$ cat config.mk
export PLATFORM = sky130hd
export DESIGN_NAME = seven_seg_scan
export DESIGN_NICKNAME = d
export VERILOG_FILES = /design/src/rtl/seven_seg_pkg.sv /design/src/rtl/seg_decoder.sv /design/src/rtl/seven_seg_scan.sv
export SDC_FILE = /design/constraint.sdc
export NUM_CORES = 1
export LEC_CHECK = 0
export ABC_CLOCK_PERIOD_IN_PS = 2100
export CORE_MARGIN = 2
export CORE_UTILIZATION = 30
export DETAILED_ROUTE_END_ITERATION = 7
export GPL_ROUTABILITY_DRIVEN = 0
export PLACE_DENSITY = 0.52
export SLEW_MARGIN = 30
export SYNTH_ARGS = -nofsm -noshare
export SYNTH_HDL_FRONTEND = slang
export SYNTH_SLANG_ARGS = --single-unit
$ cat constraint.sdc
create_clock -name clk -period 2.1 [get_ports clk]
set_input_delay 0.21 -clock clk [delete_from_list [all_inputs] [get_ports clk]]
set_output_delay 0.21 -clock clk [all_outputs]
set_load 0.02 [all_outputs]
$ cat src/rtl/seven_seg_pkg.sv
// seven_seg_pkg: segment patterns, score word type and digit decode for the seven-segment scanner
package seven_seg_pkg;

    localparam logic [6:0] SEG_0     = 7'b1000000;
    localparam logic [6:0] SEG_1     = 7'b1111001;
    localparam logic [6:0] SEG_2     = 7'b0100100;
    localparam logic [6:0] SEG_3     = 7'b0110000;
    localparam logic [6:0] SEG_4     = 7'b0011001;
    localparam logic [6:0] SEG_5     = 7'b0010010;
    localparam logic [6:0] SEG_6     = 7'b0000010;
    localparam logic [6:0] SEG_7     = 7'b1111000;
    localparam logic [6:0] SEG_8     = 7'b0000000;
    localparam logic [6:0] SEG_9     = 7'b0010000;
    localparam logic [6:0] SEG_DASH  = 7'b0111111;
    localparam logic [6:0] SEG_BLANK = 7'b1111111;

    typedef struct packed {
        logic       s;
        logic [3:0] d3;
        logic [3:0] d2;
        logic [3:0] d1;
        logic [3:0] d0;
    } score_t;

    function automatic logic [6:0] decode(input logic [3:0] n);
        case (n)
            4'd0:    return SEG_0;
            4'd1:    return SEG_1;
            4'd2:    return SEG_2;
            4'd3:    return SEG_3;
            4'd4:    return SEG_4;
            4'd5:    return SEG_5;
            4'd6:    return SEG_6;
            4'd7:    return SEG_7;
            4'd8:    return SEG_8;
            4'd9:    return SEG_9;
            default: return SEG_DASH;
        endcase
    endfunction

endpackage

$ cat src/rtl/seg_decoder.sv
// seg_decoder: BCD nibble to active-low gfedcba pattern, non-digits shown as a dash
module seg_decoder
    import seven_seg_pkg::*;
(
    input  logic [3:0] nibble,
    output logic [6:0] pattern
);

    assign pattern = decode(nibble);

endmodule

$ cat src/rtl/seven_seg_scan.sv
// seven_seg_scan: 4-digit common-anode scanner with per-frame snapshot; LEADING_ZERO_BLANK_EN blanks leading zeros
module seven_seg_scan
    import seven_seg_pkg::*;
#(
    parameter int REFRESH_DIV = 50000,
    parameter int BLANK_CYC   = 2
) (
    input  logic        clk,
    input  logic        reset,
    input  logic [16:0] bcd,
    output logic [3:0]  an,
    output logic [6:0]  seg,
    output logic        dp
);

    localparam int CW = REFRESH_DIV > 1 ? $clog2(REFRESH_DIV) : 1;

    logic [CW-1:0] slot_cnt;
    logic [1:0]    digit_idx;
    score_t        snap;
    logic          slot_end;
    logic [3:0]    nibble;
    logic [6:0]    pattern;
    logic [3:0]    lead_zero;
    logic          blank_digit;

    assign slot_end = slot_cnt == CW'(REFRESH_DIV - 1);
    assign nibble   = digit_idx == 2'd3 ? snap.d3 :
                      digit_idx == 2'd2 ? snap.d2 :
                      digit_idx == 2'd1 ? snap.d1 : snap.d0;

`ifdef LEADING_ZERO_BLANK_EN
    assign lead_zero[3] = snap.d3 == 4'd0;
    assign lead_zero[2] = lead_zero[3] && snap.d2 == 4'd0;
    assign lead_zero[1] = lead_zero[2] && snap.d1 == 4'd0;
    assign lead_zero[0] = 1'b0;
`else
    assign lead_zero = 4'b0000;
`endif
    assign blank_digit = lead_zero[digit_idx];

    seg_decoder u_dec (
        .nibble  (nibble),
        .pattern (pattern)
    );

    // Slot timer, digit rotation, and snapshot of the score at the frame boundary
    always_ff @(posedge clk) begin
        if (reset) begin
            slot_cnt  <= '0;
            digit_idx <= 2'd0;
            snap      <= '0;
        end else begin
            slot_cnt <= slot_end ? '0 : slot_cnt + 1'b1;
            if (slot_end) digit_idx <= digit_idx + 2'd1;
            if (slot_end && digit_idx == 2'd3) snap <= bcd;
        end
    end

    // Registered pin drivers: dark during the anti-ghosting gap, else one digit lit
    always_ff @(posedge clk) begin
        if (reset || slot_cnt < CW'(BLANK_CYC)) begin
            an  <= 4'b1111;
            seg <= SEG_BLANK;
            dp  <= 1'b1;
        end else begin
            an  <= ~(4'b0001 << digit_idx);
            seg <= blank_digit ? SEG_BLANK : pattern;
            dp  <= ~(snap.s && digit_idx == 2'd3);
        end
    end

endmodule

==> reports/results.txt <==
routed wire length: 4.089 mm
Die Span Y: 86.20 um
Synthesized Nets: 238
skew final: 9.921 ps
max_cap viols: 0
TritonCTS buffer count: 5
Clk pin slew, worst setup/hold paths: 90 ps
drt via density: 4.713
WHS: 423.4 ps
Sw Share: 0.2173
area growth from synthesis to layout: 26.11%
sequential area share after synthesis: 0.4642
Worst EP arrival: 2090 ps
Seq cells post-synth: 47
DP HPWL: 3.002 mm
worst skew pair latency: 290 ps
area leader, netlist: dfxtp_1
synthesized area: 2027 um2
worst slew pin tran: 587.7 ps
DRC errors left: 0
postcts setup bufs: 0
Die ar.: 7430 um2
Setup crit end kind: register
post-synthesis mux area share: 0.1191
FILL cells: 656
sequential power share: 0.563
Rows: 29
fin crit share: 0.9218
largest family of logic cells by synthesized area: simple AND/OR/NAND/NOR gates
Mapped Cells: 214
H-tree depth: 2
total core area: 6459 um2
Final nets: 274
post-DR wirelength/cell: 12.47 um
crit path launch type: register
Worst Hold Class: reg2reg
layout cells sized above 1: 0.1036
NetSw: 0.3536 mW
post-synth top area share: 0.4642
leakage power total: 1.035 nW
post-CTS sizing: 0
Final setup violation count: 0
maximum vdd drop: 0.0003157 V
compound-gate portion of the synthesized area: 0.07901
number of global-route vias before repair: 1571
GRT Residual Overflow: 0
simple-gate area share of the yosys netlist: 0.1957
max_slew headroom: 0.6070
Synth Area in XOR/XNOR: 0.06481
1st-pass router iterations: 4
vias post-DR: 1546
post-synth cell types: 36
IO Pins: 31
clk buf depth: 2
post-route setup TNS: 0 ps
Setup Crit Path Kind: reg2reg
GRT Total Usage: 0.1203
CP Data Required Time: 2250 ps
top cells by area, synth: dfxtp_1 46%, mux2i_1 11%, nor2_1 8.0%
CTS Hold Bufs: 0
pin count of the biggest net entering global routing: 22
synth warn: 0
clock network power share: 0.364
Power, Total: 1.628 mW
PortBufs: 30
RSZ-0062 raised after global routing: false
fin crit period: 1936 ps
Pwr Density: 636.7 nW/um2
Int Pwr: 1.274 mW
root buf cell: clkbuf_8
placed cell count: 320
Starting DRT DRC Count: 53
final count of hold timing violations: 0
status: finished clean
Comb pwr share: 0.072
first-pass GRT wire length: 7.113 mm
max-slew violations: 0
die width: 86.20 um
CTS Sinks: 47
adder-cell share of the synthesized area: 0.03086
Post-Layout Cell Count: 328
n_diodes: 0
Starting Density: 0.3138
syn avg cell area: 9.472 um2
initial antenna violation count: 0
CTS tree: yes
Max Clk Rate: 516.6 MHz
crit path max fanout: 7
ANT nets after route: 0
==> cell families after synthesis <==
logic type | Yosys count
AOI/OAI and AO/OA | 23
xor gates and xnor gates | 15
adders and majority gates | 5
buffers and inverters | 17
DFF | 47
muxes | 24
and+or+nand+nor | 83
==> layout by cell type (no fill, tap or decap), types with 2 or more instances in the layout <==
cell type        synthesis  final
a21oi_1                  6      6
a221o_1                  3      3
a221oi_1                 3      2
buf_4                    1      7
clkbuf_8                 0      7
clkdlybuf4s50_1          0     30
dfxtp_1                 47     47
ha_1                     5      4
inv_1                    8      8
mux2i_1                 23     23
nand2_1                 11     11
nand3_1                 11     11
nor2_1                  43     41
nor2_2                   0      2
nor3_1                   4      4
nor3b_1                  3      3
nor4_1                   3      3
o21ai_0                  5      5
xnor2_1                 10     10
xor2_1                   5      5
==> power groups by stage <==
stage	combinational [mW]	sequential, mW	clock, mW
3_5_place_dp	0.119	0.938	0
5_1_grt	0.129	0.919	0.651
3_3_place_gp	0.119	0.938	0
6_report	0.118	0.917	0.593
4_1_cts	0.119	0.917	0.622
2_1_floorplan	0.0329	0.951	0
==> cell usage after synthesis <==
master and number:
dfxtp_1 47, nor2_1 43, mux2i_1 23, nand2_1 11, nand3_1 11, xnor2_1 10
inv_1 8, a21oi_1 6, ha_1 5, o21ai_0 5, xor2_1 5, clkbuf_1 4
nor3_1 4, a221o_1 3, a221oi_1 3, nor3b_1 3, nor4_1 3, buf_2 2
a211oi_1 1, a31oi_1 1, and3_1 1, and3_2 1, buf_12 1, buf_4 1
buf_6 1, mux2_2 1, nand2b_1 1, nand3_2 1, nand4_1 1, nor4_4 1
nor4b_1 1, o211ai_1 1, o221a_1 1, o221ai_1 1, o31ai_1 1, or4_4 1
==> cell type report <==
type                            instances  area, um2  area share
Multi-Input combinational cell        150       1012      0.3960
Tap cell                               77      96.34     0.03769
Clock buffer                            7      96.34     0.03769
Inverter                                8      30.03     0.01175
Timing Repair Buffer                   38      372.9      0.1459
Clock inverter                          1      7.507    0.002937
Sequential cell                        47      940.9      0.3681
==> worst max-delay path, stage by stage (launching register included) <==
cell and delay [ps]:
dfxtp_1 370, inv_1 90, ha_1 290, nor3b_1 190, a221oi_1 350, buf_4 210, nand2_1 50, a21oi_1 150
o21ai_0 100
==> sequential cells by signal, summed over array words and instances, names as in the netlist <==
name / count
an: 4
digit_idx: 2
dp: 1
seg: 7
slot_cnt: 16
snap: 17
==> worst paths after layout <==
path,start,endpoint,slack (ps),cells after the start
hold / removal,snap[16]$_SDFFE_PP0P_,dp$_SDFF_PP1_,420,1
hold reg to reg,snap[16]$_SDFFE_PP0P_,dp$_SDFF_PP1_,420,1
setup reg to reg,digit_idx[0]$_SDFFE_PP0N_,seg[1]$_SDFF_PP1_,160,8
setup / recovery,digit_idx[0]$_SDFFE_PP0N_,seg[1]$_SDFF_PP1_,160,8
==> routing by layer <==
metal  routed length (um)  up-vias  global-route usage
met2                 1992       22              0.2121
met4                   37        0             0.02983
met3                  153        5             0.03143
met1                 1906      711              0.1461
met5                    0        -                   0
li1                     -      808                   -
==> stage by stage <==
step | cell area [um2] | util | worst slack [ps]
2_1_floorplan | 2027 | - | 230.1
3_3_place_gp | 2432 | 0.3766 | 180.8
3_5_place_dp | 2432 | 0.3766 | 166.7
4_1_cts | 2536 | 0.3927 | 157.3
5_1_grt | 2556 | 0.3958 | 22.41
6_report | 2556 | 0.3958 | 164.3
Power figures use the tool's default switching activity.
